[src/rtl/types_pkg.sv]
// Shared types and register offsets for the memory-mapped UART transmitter.
package types_pkg;

  typedef logic [31:0] word_t;

  typedef enum logic [2:0] {
    IDLE   = 3'd0,
    START  = 3'd1,
    DATA   = 3'd2,
    PARITY = 3'd3,
    STOP   = 3'd4
  } uart_tx_state_t;

  localparam logic [1:0] UART_TXDATA_OFS = 2'd0;
  localparam logic [1:0] UART_STATUS_OFS = 2'd1;
  localparam int         UART_OVF_BIT    = 3;

  function automatic logic even_parity(input logic [7:0] d);
    return ^d;
  endfunction

endpackage

[src/rtl/mmio_uart_tx_if.sv]
// Core data-memory port as seen by a memory-mapped peripheral.
interface mmio_uart_tx_if;
  import types_pkg::*;

  word_t Addr;
  word_t WriteData;
  logic  MemWrite;
  logic  Sel;
  word_t RdData;

  modport master (output Addr, WriteData, MemWrite, input Sel, RdData);
  modport slave  (input Addr, WriteData, MemWrite, output Sel, RdData);

endinterface

[src/rtl/mmio_uart_tx_sync_fifo.sv]
// Synchronous FIFO with first-word fall-through read data (head of queue always visible).
module sync_fifo #(
  parameter int WIDTH = 8,
  parameter int DEPTH = 8
) (
  input  logic                     clk,
  input  logic                     srst,
  input  logic                     push,
  input  logic [WIDTH-1:0]         wdata,
  input  logic                     pop,
  output logic [WIDTH-1:0]         rdata,
  output logic                     full,
  output logic                     empty,
  output logic [$clog2(DEPTH):0]   count
);
  localparam int AW = $clog2(DEPTH);

  logic [WIDTH-1:0] mem [DEPTH];
  logic [AW-1:0]    wr_ptr_reg;
  logic [AW-1:0]    rd_ptr_reg;
  logic [AW:0]      count_reg;
  logic             do_push;
  logic             do_pop;

  assign full    = (count_reg == (AW+1)'(DEPTH));
  assign empty   = (count_reg == '0);
  assign count   = count_reg;
  assign rdata   = mem[rd_ptr_reg];
  assign do_push = push & ~full;
  assign do_pop  = pop & ~empty;

  // Storage carries no reset so it can map onto plain memory.
  always_ff @(posedge clk) begin
    if (do_push) begin
      mem[wr_ptr_reg] <= wdata;
    end
  end

  always_ff @(posedge clk) begin
    if (srst) begin
      wr_ptr_reg <= '0;
      rd_ptr_reg <= '0;
      count_reg  <= '0;
    end else begin
      if (do_push) wr_ptr_reg <= wr_ptr_reg + 1'b1;
      if (do_pop)  rd_ptr_reg <= rd_ptr_reg + 1'b1;
      case ({do_push, do_pop})
        2'b10:   count_reg <= count_reg + 1'b1;
        2'b01:   count_reg <= count_reg - 1'b1;
        default: count_reg <= count_reg;
      endcase
    end
  end

endmodule

[src/rtl/mmio_uart_tx.sv]
// Memory-mapped UART transmitter: TXDATA pushes into a FIFO, STATUS is read combinationally.
// Define UART_TX_PARITY_EN to insert an even-parity bit between data and stop (8E1).
module mmio_uart_tx
  import types_pkg::*;
#(
  parameter word_t BASE_ADDR    = 32'hFFFF_0000,
  parameter int    CLKS_PER_BIT = 434,
  parameter int    FIFO_DEPTH   = 8
) (
  input  logic          clk,
  input  logic          reset,
  mmio_uart_tx_if.slave bus,
  output logic          tx
);
  localparam int               CNT_W    = (CLKS_PER_BIT > 1) ? $clog2(CLKS_PER_BIT) : 1;
  localparam logic [CNT_W-1:0] CNT_LOAD = CNT_W'(CLKS_PER_BIT - 1);
  localparam int               CW       = $clog2(FIFO_DEPTH) + 1;

  localparam logic [2:0] S_IDLE   = IDLE;
  localparam logic [2:0] S_START  = START;
  localparam logic [2:0] S_DATA   = DATA;
  localparam logic [2:0] S_STOP   = STOP;
`ifdef UART_TX_PARITY_EN
  localparam logic [2:0] S_PARITY = PARITY;
`endif

  logic             sel;
  logic             push_req;
  logic             ovf_set;
  logic             ovf_clr;
  logic             ovf_reg;
  logic             ovf_next;
  logic             fifo_push;
  logic             fifo_pop;
  logic [7:0]       fifo_rdata;
  logic             fifo_full;
  logic             fifo_empty;
  logic [CW-1:0]    fifo_count;
  logic [2:0]       state_reg;
  logic [CNT_W-1:0] cnt_reg;
  logic [2:0]       bit_idx_reg;
  logic [7:0]       shift_reg;
  logic             tx_reg;
  logic             busy;
  logic             launch;
  word_t            status_word;
  logic             unused_bits;
`ifdef UART_TX_PARITY_EN
  logic             par_reg;
`endif

  // Address decode and bus-side register effects
  assign sel      = (bus.Addr[31:4] == BASE_ADDR[31:4]);
  assign push_req = sel & bus.MemWrite & (bus.Addr[3:2] == UART_TXDATA_OFS);
  assign ovf_clr  = sel & bus.MemWrite & (bus.Addr[3:2] == UART_STATUS_OFS)
                  & bus.WriteData[UART_OVF_BIT];
  // Fullness is the pre-edge value, so a simultaneous pop never rescues a push.
  assign ovf_set   = push_req & fifo_full;
  assign fifo_push = push_req & ~fifo_full;
  assign ovf_next  = ovf_set ? 1'b1 : (ovf_clr ? 1'b0 : ovf_reg);

  assign unused_bits = ^{bus.Addr[1:0], bus.WriteData[31:8]};

  sync_fifo #(
    .WIDTH (8),
    .DEPTH (FIFO_DEPTH)
  ) u_fifo (
    .clk   (clk),
    .srst  (reset),
    .push  (fifo_push),
    .wdata (bus.WriteData[7:0]),
    .pop   (fifo_pop),
    .rdata (fifo_rdata),
    .full  (fifo_full),
    .empty (fifo_empty),
    .count (fifo_count)
  );

  // A new frame starts from IDLE or straight out of a finishing STOP.
  assign launch   = ~fifo_empty & ((state_reg == S_IDLE) |
                                   ((state_reg == S_STOP) & (cnt_reg == '0)));
  assign fifo_pop = launch;
  assign busy     = (state_reg != S_IDLE);

  always_ff @(posedge clk) begin
    if (reset) begin
      state_reg   <= S_IDLE;
      cnt_reg     <= '0;
      bit_idx_reg <= '0;
      shift_reg   <= '0;
      tx_reg      <= 1'b1;
      ovf_reg     <= 1'b0;
`ifdef UART_TX_PARITY_EN
      par_reg     <= 1'b0;
`endif
    end else begin
      ovf_reg <= ovf_next;
      if (launch) begin
        state_reg   <= S_START;
        cnt_reg     <= CNT_LOAD;
        bit_idx_reg <= '0;
        shift_reg   <= fifo_rdata;
        tx_reg      <= 1'b0;
`ifdef UART_TX_PARITY_EN
        par_reg     <= even_parity(fifo_rdata);
`endif
      end else begin
        case (state_reg)
          S_IDLE: begin
            tx_reg <= 1'b1;
          end
          S_START: begin
            if (cnt_reg == '0) begin
              state_reg <= S_DATA;
              cnt_reg   <= CNT_LOAD;
              tx_reg    <= shift_reg[0];
            end else begin
              cnt_reg <= cnt_reg - 1'b1;
            end
          end
          S_DATA: begin
            if (cnt_reg == '0) begin
              cnt_reg <= CNT_LOAD;
              if (bit_idx_reg == 3'd7) begin
`ifdef UART_TX_PARITY_EN
                state_reg <= S_PARITY;
                tx_reg    <= par_reg;
`else
                state_reg <= S_STOP;
                tx_reg    <= 1'b1;
`endif
              end else begin
                // LSB-first: the next bit is always at position 1 before the shift.
                bit_idx_reg <= bit_idx_reg + 3'd1;
                tx_reg      <= shift_reg[1];
                shift_reg   <= {1'b0, shift_reg[7:1]};
              end
            end else begin
              cnt_reg <= cnt_reg - 1'b1;
            end
          end
`ifdef UART_TX_PARITY_EN
          S_PARITY: begin
            if (cnt_reg == '0) begin
              state_reg <= S_STOP;
              cnt_reg   <= CNT_LOAD;
              tx_reg    <= 1'b1;
            end else begin
              cnt_reg <= cnt_reg - 1'b1;
            end
          end
`endif
          S_STOP: begin
            if (cnt_reg == '0) begin
              state_reg <= S_IDLE;
            end else begin
              cnt_reg <= cnt_reg - 1'b1;
            end
          end
          default: begin
            state_reg <= S_IDLE;
            tx_reg    <= 1'b1;
          end
        endcase
      end
    end
  end

  assign tx          = tx_reg;
  assign status_word = {20'd0, 4'(fifo_count), 4'd0, ovf_reg, busy, fifo_empty, fifo_full};
  assign bus.Sel     = sel;
  assign bus.RdData  = (sel && (bus.Addr[3:2] == UART_STATUS_OFS)) ? status_word : '0;

endmodule
[src/flat_wrapper.sv]
// flat-port wrapper written by rule: the top's interface ports become plain ports
module mmio_uart_tx_flat import types_pkg::*;
#(
  parameter word_t BASE_ADDR    = 32'hFFFF_0000,
  parameter int    CLKS_PER_BIT = 434,
  parameter int    FIFO_DEPTH   = 8
)
  (clk, reset, tx, bus_Addr, bus_WriteData, bus_MemWrite, bus_Sel, bus_RdData);
  mmio_uart_tx_if bus_i ();
  input  logic clk;
  input  logic reset;
  output logic tx;
  input wire logic [$bits(bus_i.Addr)-1:0] bus_Addr;
  input wire logic [$bits(bus_i.WriteData)-1:0] bus_WriteData;
  input wire logic [$bits(bus_i.MemWrite)-1:0] bus_MemWrite;
  output wire logic [$bits(bus_i.Sel)-1:0] bus_Sel;
  output wire logic [$bits(bus_i.RdData)-1:0] bus_RdData;
  assign bus_i.Addr = bus_Addr;
  assign bus_i.WriteData = bus_WriteData;
  assign bus_i.MemWrite = bus_MemWrite;
  assign bus_Sel = bus_i.Sel;
  assign bus_RdData = bus_i.RdData;
  mmio_uart_tx #(.BASE_ADDR(BASE_ADDR), .CLKS_PER_BIT(CLKS_PER_BIT), .FIFO_DEPTH(FIFO_DEPTH)) u_core (.clk(clk), .reset(reset), .bus(bus_i), .tx(tx));
endmodule
[config.mk]
export PLATFORM = sky130hd
export DESIGN_NAME = mmio_uart_tx_flat
export DESIGN_NICKNAME = d
export VERILOG_FILES = /design/src/rtl/types_pkg.sv /design/src/rtl/mmio_uart_tx_if.sv /design/src/rtl/mmio_uart_tx_sync_fifo.sv /design/src/rtl/mmio_uart_tx.sv /design/src/flat_wrapper.sv
export SDC_FILE = /design/constraint.sdc
export NUM_CORES = 1
export LEC_CHECK = 0
export CAP_MARGIN = 15
export CORE_ASPECT_RATIO = 1.5
export CORE_UTILIZATION = 46
export DETAILED_ROUTE_END_ITERATION = 10
export MAX_ROUTING_LAYER = met4
export PLACE_DENSITY = 0.76
export SETUP_SLACK_MARGIN = 0.4
export SYNTH_ARGS = -nofsm -noshare
export SYNTH_HDL_FRONTEND = slang
export SYNTH_SLANG_ARGS = --single-unit
[constraint.sdc]
create_clock -name clk -period 3.1 [get_ports clk]
set_clock_uncertainty 0.2 [all_clocks]
set_input_delay 0.62 -clock clk [delete_from_list [all_inputs] [get_ports clk]]
set_output_delay 0.62 -clock clk [all_outputs]
set_load 0.01 [all_outputs]
==> results of run 1 <==
## Yosys cell counts, types with 2 or more instances
| library cell | n | area share [%] |
|---|---|---|
| nor2b_1 | 5 | 0.66 |
| o21ai_0 | 10 | 1.1 |
| xor2_1 | 4 | 0.74 |
| buf_2 | 2 | 0.21 |
| buf_4 | 24 | 3.8 |
| buf_6 | 3 | 0.72 |
| or4_1 | 3 | 0.48 |
| and3_1 | 3 | 0.40 |
| o22ai_1 | 8 | 1.1 |
| buf_1 | 2 | 0.16 |
| mux2i_1 | 20 | 4.3 |
| nor4_1 | 3 | 0.40 |
| clkbuf_1 | 10 | 0.80 |
| or3_1 | 4 | 0.53 |
| nor3_1 | 13 | 1.4 |
| or3b_2 | 2 | 0.37 |
| and2_1 | 5 | 0.66 |
| mux4_2 | 16 | 7.7 |
| nand3b_1 | 2 | 0.32 |
| nand4b_1 | 3 | 0.56 |
| dfxtp_1 | 38 | 16 |
| nor2_1 | 21 | 1.7 |
| nand2_1 | 12 | 0.96 |
| o31ai_1 | 3 | 0.48 |
| inv_1 | 8 | 0.64 |
| a21oi_1 | 13 | 1.4 |
| a2bb2oi_1 | 5 | 0.93 |
| edfxtp_1 | 64 | 41 |
| nand4_1 | 2 | 0.27 |
| ha_1 | 9 | 2.4 |
| xnor2_1 | 3 | 0.56 |
| nor3b_1 | 6 | 0.96 |
| a311oi_1 | 3 | 0.56 |
| nand2b_1 | 4 | 0.53 |
| nand3_1 | 3 | 0.32 |
| a211oi_1 | 2 | 0.32 |
| and3b_1 | 2 | 0.37 |
## final cells by class
class                           instances  area, µm²
Sequential cell                       102       2683
Clock buffer                           10      229.0
Fill cell                             696       3586
Multi-Input combinational cell        236       2006
Clock inverter                          6      62.56
Tap cell                              115      143.9
Inverter                                8      30.03
Timing Repair Buffer                  102       1060
## cell families (layout without fill, tap and decap cells)
family / after synthesis / count (layout) / share of synthesized area (%)
other: 1 / 24 / 0.07967
buffers and inverters: 49 / 126 / 6.353
DFF: 102 / 102 / 56.99
AOI/OAI and AO/OA: 58 / 58 / 8.480
muxes: 36 / 36 / 11.91
and+or+nand+nor: 102 / 102 / 12.49
xor gates and xnor gates: 7 / 7 / 1.303
adders and majority gates: 9 / 9 / 2.392
## repair_timing
item / in CTS / in global routing
pin swaps: 17 / 15
gates resized for setup: 85 / 20
buffers inserted: 14 / 5
endpoints found under the setup margin: 79 / 81
hold buffers: 0 / 0
## metrics by stage
stage,power (µW),setup TNS [ns],cell area (µm²),setup WS [ns],util (%)
finish,2678,-21.10,6213,-0.4391,63.41
global route,2758,-24.89,6213,-0.5529,63.41
CTS,2685,-9.203,6083,-0.4118,62.08
detailed placement,1600,-21.84,5582,-0.7314,56.96
global placement,1596,-19.19,5582,-0.6976,56.96
floorplan,1546,0,4908,0.06140,-
## worst max-delay path, cell delays in order
cell and delay (ns):
clkdlybuf4s15_1 0.16, or4b_4 0.47, nor4_4 0.29, buf_4 0.15, buf_6 0.08, buf_6 0.08
buf_6 0.08, buf_6 0.08, buf_6 0.08, buf_6 0.08, nand4_1 0.17, ha_2 0.27
xor2_2 0.15, ha_2 0.21, a21oi_2 0.04, xor2_1 0.16, or3_1 0.30, a21oi_1 0.14
## layer usage
layer / track usage, % / routed length (µm)
met1: 21.84 / 3985
met2: 36.01 / 5644
met3: 4.260 / 315
met4: 9.571 / 401
met5: - / 0
## cell usage in the layout, fill, tap and decap left out, drive strengths merged, types with 3 or more instances in the layout
master	instances
o31ai	3
a21oi	14
mux4	16
and2	6
clkinv	4
or4	3
nor4	4
a2bb2oi	5
a311oi	3
o21ai	10
edfxtp	64
dfxtp	38
clkdlybuf4s50	33
xor2	4
and3	3
nor2b	5
mux2i	20
ha	9
clkbuf	10
nor2	21
nand2	13
or3	4
nor3	13
xnor2	3
conb	24
buf	64
nand3	3
dlymetal6s2s	4
nand4b	3
o22ai	8
nand2b	4
inv	8
nor3b	7
## report_power, final
part           internal, µW  switching, µW  total (µW)
clock                   623            480        1100
sequential             1440           2.04        1440
combinational          64.5           67.3         132
total                  2130            549        2680
## worst paths after layout
check                         startpoint                     end  slack (ns)  cells after the start
setup / recovery            bus_Addr[19]  u_core.u_fifo.count[2]       -0.44                     18
hold / removal         u_core.cnt_reg[6]       u_core.cnt_reg[6]        0.30                      2
hold reg to reg        u_core.cnt_reg[6]       u_core.cnt_reg[6]        0.30                      2
setup reg to reg  u_core.u_fifo.count[0]  u_core.u_fifo.count[2]        0.29                     10
==> qor.csv, run 1 <==
stage,metric,value,unit
timing,slew margin rel.,46.00,%
drt,first-pass detailed-route iteration total,7,
die,Initial Util,48.03,%
logic_synthesis,Yosys Warn Count,0,
timing,WHS,0.2971,ns
cts,clk buf depth,2,
cts,"CTS clk-pin slew, worst paths",0.07,ns
drt,# DRC,0,
grt,GR Util All Layers,20.46,%
outcome,failing checks,setup timing,
job,max-cap violation count,0,
final_layout,antenna cells,0,
logic_synthesis,Avg Synthesized Cell Area,12.93,µm²
timing,final hold vios,0,
drt,vias per inst,5.627,
final_layout,Area Growth Syn to Fin,32.00,%
logic_synthesis,async set-reset flop share out of synthesis,0,%
final_layout,fraction of layout cells with a size suffix above 1,28.02,%
logic_synthesis,"Primary FF master, synth",edfxtp_1,
pwr,pwr dens,430.9,nW/µm²
setup_path,critical path startpoint category,input pin,
place,Routability Congestion,0.8250,
timing,RSZ-0062 raised after global routing,true,
pwr,Max IR drop VDD,0.0005641,V
cts,CTS tree,done,
setup_path,critical path capture point type,flip-flop,
logic_synthesis,Cells after Synth,364,
grt,GRT Residual Overflow,0,
logic_synthesis,number of synthesized flops with an enable pin,64,
timing,clock period minus worst slack,3.539,ns
setup_path,WS Path Type,input pin to flip-flop,
drt,"antenna viol nets, final",0,
logic_synthesis,sequential share of the synthesized area,56.99,%
pwr,Pleak,0.002317,µW
timing,post-route setup slack,-0.4391,ns
drt,DRT iter0 DRCs,121,
outcome,status,"complete, but fails checks",
cts,H-tree Lvls,3,
final_layout,Finished Layout Cells,579,
die,Ports,101,
place,Inst Count DP,544,
setup_path,Crit Path Max Fanout,2,
die,Die Span Y,125.9,µm
die,die area,10650,µm²
grt,initial antenna violation count,0,
die,area of the core,9799,µm²
timing,final setup violating endpoints,79,
logic_synthesis,post-synthesis register bit count,102,
place,post-DP HPWL,6.811,mm
logic_synthesis,Synth cell types,61,
timing,Worst Tran Pin Value,0.8089,ns
grt,largest net degree at the start of global routing,23,
worst_hold_path,Hold Path Class,flip-flop to flip-flop,
drt,final wirelength,10.35,mm
setup_path,Required @ worst endpoint,3.19,ns
final_layout,max reg flops,64,
logic_synthesis,cell area after synthesis,4707,µm²
cts,clock latency at the later pin of the worst-skew pair,0.35,ns
cts,Num CTS Buffers,9,
die,row cnt,44,
cts,Root Buffer,clkbuf_16,
die,Die W,84.60,µm
grt,number of global-route vias before repair,3237,
drt,WL per Instance,17.87,µm
drt,detailed-route via count,3258,
cts,Clock Sinks,102,
place,Port Buf Inserts,50,
timing,Fmax,282.6,MHz
timing,final critical-path share of the clock period,114.2,%
setup_path,"Arr. time, crit path",3.62,ns
timing,max-slew violation count,0,
grt,first-pass GRT wire length,16.15,mm
final_layout,Final #Nets,535,
Note: power is estimated with default switching activity, not from simulation.
==> inputs of run 2 (changes only) <==
--- a/config.mk
+++ b/config.mk
@@ -11,7 +11,9 @@
 export DETAILED_ROUTE_END_ITERATION = 10
 export MAX_ROUTING_LAYER = met4
 export PLACE_DENSITY = 0.76
+export REMOVE_ABC_BUFFERS = 1
 export SETUP_SLACK_MARGIN = 0.4
 export SYNTH_ARGS = -nofsm -noshare
 export SYNTH_HDL_FRONTEND = slang
 export SYNTH_SLANG_ARGS = --single-unit
+export TNS_END_PERCENT = 50
==> run 2 against run 1 <==
The flow finishes with violations (DRC, setup timing). Cell count shrank 3.1%. First-iteration DRC count is 23% higher. Routed wire length fell by 9.2%. Sequential cell count unchanged. Power fell by 1.7%. Register-to-register slack improved by 0.12 ns. Worst setup slack gained 0.43 ns. Sequential power barely moved.
==> qor.csv, run 2 (synthesis gave the netlist of run 1 again) <==
stage,metric,value,unit
cts,clk buf depth,2,
timing,max-slew violation count,0,
setup_path,critical path startpoint category,input pin,
place,Routability Congestion,0.8824,
drt,"antenna viol nets, final",0,
final_layout,FF/Latch Area,2683,µm²
timing,slew margin rel.,50.04,%
die,Die W,84.60,µm
job,max-cap violation count,0,
timing,final critical-path share of the clock period,100.3,%
cts,Post-CTS Hold Buffers,0,
drt,first-pass detailed-route iteration total,11,
final_layout,max reg flops,64,
pwr,Max IR drop VDD,0.0004896,V
drt,detailed-route via count,3106,
grt,first-pass GRT wire length,15.51,mm
setup_path,Required @ worst endpoint,2.28,ns
outcome,failing checks,"DRC, setup timing",
timing,WHS,0.3048,ns
die,row cnt,44,
final_layout,Finished Cell Area,5779,µm²
die,area of the core,9799,µm²
timing,final hold vios,0,
final_layout,antenna cells,0,
timing,clock period minus worst slack,3.109,ns
cts,H-tree Lvls,3,
cts,Clock Sinks,102,
cts,CTS tree,done,
place,DP Area,5349,µm²
drt,DRT iter0 DRCs,149,
timing,RSZ-0062 raised after global routing,true,
final_layout,Layout Utilization,58.98,%
cts,"CTS clk-pin slew, worst paths",0.07,ns
worst_hold_path,Hold Path Class,flip-flop to flip-flop,
grt,GR Util All Layers,19.46,%
grt,number of global-route vias before repair,3213,
timing,post-route setup TNS,-0.01692,ns
setup_path,WS Path Type,input pin to output port,
drt,final wirelength,9.394,mm
cts,Root Buffer,clkbuf_16,
place,DP Worst Slack,-0.7371,ns
timing,Fmax,321.6,MHz
setup_path,critical path capture point type,output port,
grt,largest net degree at the start of global routing,23,
final_layout,"commonest non-fill, non-tap cells in the layout","64 x edfxtp_1, 38 x dfxtp_1, 27 x buf_4, 24 x conb_1, 23 x dlygate4sd2_1",
place,Port Buf Inserts,50,
cts,Num CTS Buffers,9,
place,post-DP HPWL,6.431,mm
grt,GRT Residual Overflow,0,
timing,Worst Tran Pin Value,0.7483,ns
outcome,status,"complete, but fails checks",
die,Die Span Y,125.9,µm
final_layout,fraction of layout cells with a size suffix above 1,23.09,%
setup_path,Crit Path Max Fanout,4,
grt,initial antenna violation count,0,
final_layout,Final #Nets,517,
timing,post-route setup slack,-0.009082,ns
pwr,pwr dens,455.3,nW/µm²
drt,vias per inst,5.537,
final_layout,footprint of the multi-input gates,1917,µm²
drt,# DRC,3,
final_layout,Layout fillers,774,
drt,WL per Instance,16.75,µm
pwr,Pleak,0.002182,µW
die,Initial Util,48.03,%
final_layout,Area Growth Syn to Fin,22.78,%
cts,clock latency at the later pin of the worst-skew pair,0.34,ns
setup_path,Worst Reg-to-Reg Cells,10,
die,Ports,101,
final_layout,"commonest non-fill, non-tap cell in the layout",edfxtp_1,
worst_hold_path,Min-Delay Path Depth,2,
setup_path,"Arr. time, crit path",2.29,ns
timing,final setup violating endpoints,2,
die,die area,10650,µm²
run 2: cell count changes in the layout (fill, tap and decap cells not counted), sizes merged, moves of 3 or more:
cell / previous run / this run
inv: 8 / 12
dlygate4sd2: 0 / 23
clkinv: 4 / 1
dlymetal6s2s: 4 / 0
buf: 64 / 47
clkdlybuf4s50: 33 / 14
run 2: worst paths after layout:
path | slack, ns | to | startpoint
setup / recovery | -0.009 | bus_RdData[2] | bus_Addr[15]
hold / removal | 0.30 | u_core.cnt_reg[6] | u_core.cnt_reg[6]
setup reg to reg | 0.41 | u_core.u_fifo.count[2] | u_core.u_fifo.count[0]
hold reg to reg | 0.30 | u_core.cnt_reg[6] | u_core.cnt_reg[6]
run 2: routing by layer:
layer,track usage (%),part of all wire [%]
met1,21.49,40
met2,33.96,55
met3,3.997,3.3
met4,8.175,1.4
met5,-,0
run 2: per-stage QoR:
stage / power, µW / instances
final: 2631 / 561
after global routing: 2726 / 561
after CTS: 2656 / 558
after detailed placement: 1597 / 535
after global placement: 1593 / 535
after floorplan: 1517 / 346
run 2: what timing repair did:
action                                 in CTS  in global routing
setup buffers                               7                  3
endpoints found under the hold margin       0                  0
gates resized for setup                    86                 17
gates cloned                                0                  0
pin swaps                                  20                  8
setup endpoints to repair                  77                 54
run 2: area by class of cell:
cell class | instances | area share (%)
multi-input cells | 236 | 33.17
repair buffers | 84 | 12.41
clock inverters | 7 | 1.104
well taps | 115 | 2.490
clock buffers | 9 | 3.897
flip-flops and latches | 102 | 46.42
inverters | 8 | 0.5196
run 2: report_power, final:
group	switching [µW]	total (µW)	internal (µW)
registers	2.11	1440	1440
clock network	510	1070	563
logic	64.2	116	52.2
total	576	2630	2060
run 2: critical path, stage by stage:
cell     delay [ns]
buf_6          0.09
or4b_4         0.53
nor4_4         0.15
and3_1         0.22
nor3b_2        0.17
buf_4          0.14
buf_6          0.10
o31a_1         0.13
buf_2          0.13
==> inputs of run 3 (changes only) <==
--- a/config.mk
+++ b/config.mk
@@ -5,7 +5,7 @@
 export SDC_FILE = /design/constraint.sdc
 export NUM_CORES = 1
 export LEC_CHECK = 0
-export CAP_MARGIN = 15
+export CAP_MARGIN = 20
 export CORE_ASPECT_RATIO = 1.5
 export CORE_UTILIZATION = 46
 export DETAILED_ROUTE_END_ITERATION = 10
==> constraint.sdc (replaced) <==
create_clock -name clk -period 2.7 [get_ports clk]
set_clock_uncertainty 0.2 [all_clocks]
set_input_delay 0.54 -clock clk [delete_from_list [all_inputs] [get_ports clk]]
set_output_delay 0.54 -clock clk [all_outputs]
set_load 0.01 [all_outputs]
==> run 3 against run 2 <==
The run still ends with DRC, setup timing left. Sequential power increased by 15%. Largest cell class unchanged. Clock-buffer cell count did not move. Largest power group unchanged. Via count rose by 3.9%. Sequential share of layout area decreased by 2.5 points. Non-clock buffer count is 16 higher. Critical path depth fell by 1. Global-route usage up 1.1 points. Hold slack better by 0.0030 ns. Clock power is 32% higher. Die area stayed put. First-iteration DRC count grew 0.67%. Sequential cell count is the same.
==> qor.csv, run 3 (synthesis gave the netlist of run 1 again) <==
stage,metric,value,unit
cts,Clock Sinks,102,
final_layout,footprint of the multi-input gates,2051,µm²
die,row cnt,44,
final_layout,Area Growth Syn to Fin,30.09,%
place,Routability Congestion,0.8645,
worst_hold_path,hold path start,u_core.bit_idx_reg[2],
die,Die W,84.60,µm
setup_path,CP Cell Sequence,buf_6 -> or4b_4 -> nor4_4 -> and3_1 -> nor3b_2 -> buf_4 -> o31a_1 -> buf_2,
pwr,Comb power frac,4.7,%
setup_path,"delay-heaviest family, CP",simple AND/OR/NAND/NOR gates,
pwr,sequential fraction of design power,51.4,%
pwr,pwr dens,526.6,nW/µm²
drt,final wirelength,10.33,mm
job,max-cap violation count,0,
worst_hold_path,Min-Delay Path Depth,2,
grt,number of global-route vias before repair,3364,
grt,initial antenna violation count,0,
timing,slew margin rel.,49.67,%
grt,first-pass GRT wire length,16.20,mm
drt,first-pass detailed-route iteration total,10,
worst_hold_path,Hold Path Sink,u_core.bit_idx_reg[2],
final_layout,"commonest non-fill, non-tap cells in the layout","64 x edfxtp_1, 35 x dfxtp_1, 32 x buf_4, 24 x conb_1, 21 x buf_6",
cts,Num CTS Buffers,9,
final_layout,FF/Latch Area,2686,µm²
cts,clk buf depth,2,
drt,met2 wire len,5.776,mm
drt,Top Layer Used,met4,
setup_path,critical path capture point type,output port,
setup_path,worst r2r src,u_core.cnt_reg[1],
die,die area,10650,µm²
setup_path,"Arr. time, crit path",2.12,ns
timing,final critical-path share of the clock period,106.0,%
timing,Worst Tran Pin Value,0.7539,ns
setup_path,worst path bufs/invs,3,
final_layout,fraction of layout cells with a size suffix above 1,29.87,%
timing,max-slew violation count,0,
place,Inst Count DP,550,
drt,vias per inst,5.591,
drt,WL per Instance,17.91,µm
pwr,Switch Pwr,673.9,µW
cts,CTS tree,done,
setup_path,critical path startpoint category,input pin,
timing,clock period minus worst slack,2.861,ns
setup_path,Crit Path Max Fanout,8,
pwr,Internal,2551,µW
drt,met3 wire length,253,µm
final_layout,Layout fillers,720,
pwr,clock share of power,43.9,%
place,Port Buf Inserts,50,
drt,"antenna viol nets, final",0,
setup_path,Worst Reg-to-Reg Cells,13,
worst_hold_path,Hold Path Class,flip-flop to flip-flop,
setup_path,CP max stage delay,0.54,ns
place,DP Worst Slack,-0.9986,ns
outcome,status,"complete, but fails checks",
setup_path,WS Path Type,input pin to output port,
setup_path,reg2reg end,u_core.u_fifo.count[2],
timing,final hold vios,0,
timing,post-route setup slack,-0.1610,ns
final_layout,Final #Nets,533,
final_layout,"commonest non-fill, non-tap cell in the layout",edfxtp_1,
cts,"CTS clk-pin slew, worst paths",0.07,ns
grt,GRT Residual Overflow,0,
cts,H-tree Lvls,3,
drt,detailed-route via count,3226,
grt,GR Util All Layers,20.54,%
setup_path,Reg2Reg Setup Slack,0.09,ns
die,Die Span Y,125.9,µm
timing,WHS,0.3078,ns
outcome,failing checks,"DRC, setup timing",
pwr,Overall Power,3225,µW
pwr,switch share,20.90,%
drt,Metal-1 WL,4.042,mm
place,post-DP HPWL,6.766,mm
cts,clock latency at the later pin of the worst-skew pair,0.34,ns
final_layout,Finished Layout Cells,577,
timing,RSZ-0062 raised after global routing,true,
die,Initial Util,48.03,%
setup_path,slowest cell on the critical path,or4b_4,
drt,# DRC,5,
cts,Post-CTS Hold Buffers,0,
pwr,Max IR drop VDD,0.0005392,V
final_layout,antenna cells,0,
die,Ports,101,
drt,DRT iter0 DRCs,150,
die,area of the core,9799,µm²
timing,Fmax,349.5,MHz
grt,largest net degree at the start of global routing,23,
final_layout,max reg flops,64,
setup_path,Required @ worst endpoint,1.96,ns
timing,final setup violating endpoints,33,
cts,Root Buffer,clkbuf_16,
pwr,Pleak,0.002319,µW
[run 3: changes by cell type in the layout (fill, tap and decap cells not counted), sizes merged]
cell           previous run  this run
inv                      12        10
clkinvlp                  2         1
dlygate4sd2              23        18
clkdlybuf4s50            14        18
buf                      47        62
bufinv                    0         2
clkdlybuf4s15             0         1
clkinv                    1         2
dlymetal6s2s              0         1
[run 3: cell type report]
class                   instances  area share (%)
repair buffers                100           14.41
multi-input cells             236           33.49
inverters                       8          0.4904
clock inverters                 7           1.716
well taps                     115           2.350
clock buffers                   9           3.678
flip-flops and latches        102           43.87
[run 3: worst max path at each step]
| stage | start | to | slack [ns] | depth (start not counted) |
|---|---|---|---|---|
| global route | bus_Addr[15] | bus_RdData[2] | -0.30 | 8 |
| detailed placement | bus_Addr[13] | bus_RdData[0] | -1.0 | 8 |
| global placement | bus_Addr[13] | bus_RdData[0] | -0.97 | 8 |
| floorplan | bus_Addr[13] | u_core.u_fifo.mem[4][0] | -0.49 | 5 |
| CTS | bus_Addr[15] | bus_RdData[2] | -0.16 | 8 |
| finish | bus_Addr[15] | bus_RdData[2] | -0.16 | 8 |
[run 3: repair_timing]
action	4_1_cts	5_1_grt
endpoints found under the hold margin	0	0
cloned	0	0
endpoints found under the setup margin	98	99
gates resized for setup	110	29
pin swaps	27	14
setup buffers	6	5
[run 3: power by group through the flow]
stage          sequential (µW)  combinational (µW)  clock (µW)
6_report                  1660                 153        1410
2_1_floorplan             1690                51.0           0
4_1_cts                   1660                 139        1430
5_1_grt                   1660                 165        1500
3_5_place_dp              1690                 146           0
3_3_place_gp              1690                 141           0
[run 3: stage by stage]
step	utilization, %	area, µm²	setup TNS [ns]
2_1_floorplan	-	4524	-19.58
3_3_place_gp	55.73	5461	-44.36
3_5_place_dp	55.73	5461	-47.08
4_1_cts	60.73	5951	-1.242
5_1_grt	62.49	6123	-7.948
6_report	62.49	6123	-2.849
[run 3: metal layers]
layer / global-route usage, % / up-vias
li1: - / 1525
met1: 22.74 / 1604
met2: 36.30 / 78
met3: 3.014 / 19
met4: 9.372 / 0
met5: - / -
[run 3: worst reg2reg max path, cell delays in order, from the launching register on]
cell,delay (ns)
dfxtp_2,0.34
inv_2,0.08
ha_4,0.13
nor4b_4,0.17
buf_4,0.17
nand2_4,0.06
a21oi_2,0.20
ha_2,0.24
xor2_2,0.14
ha_2,0.20
a21oi_2,0.04
xor2_1,0.16
or3_1,0.32
a21oi_1,0.12
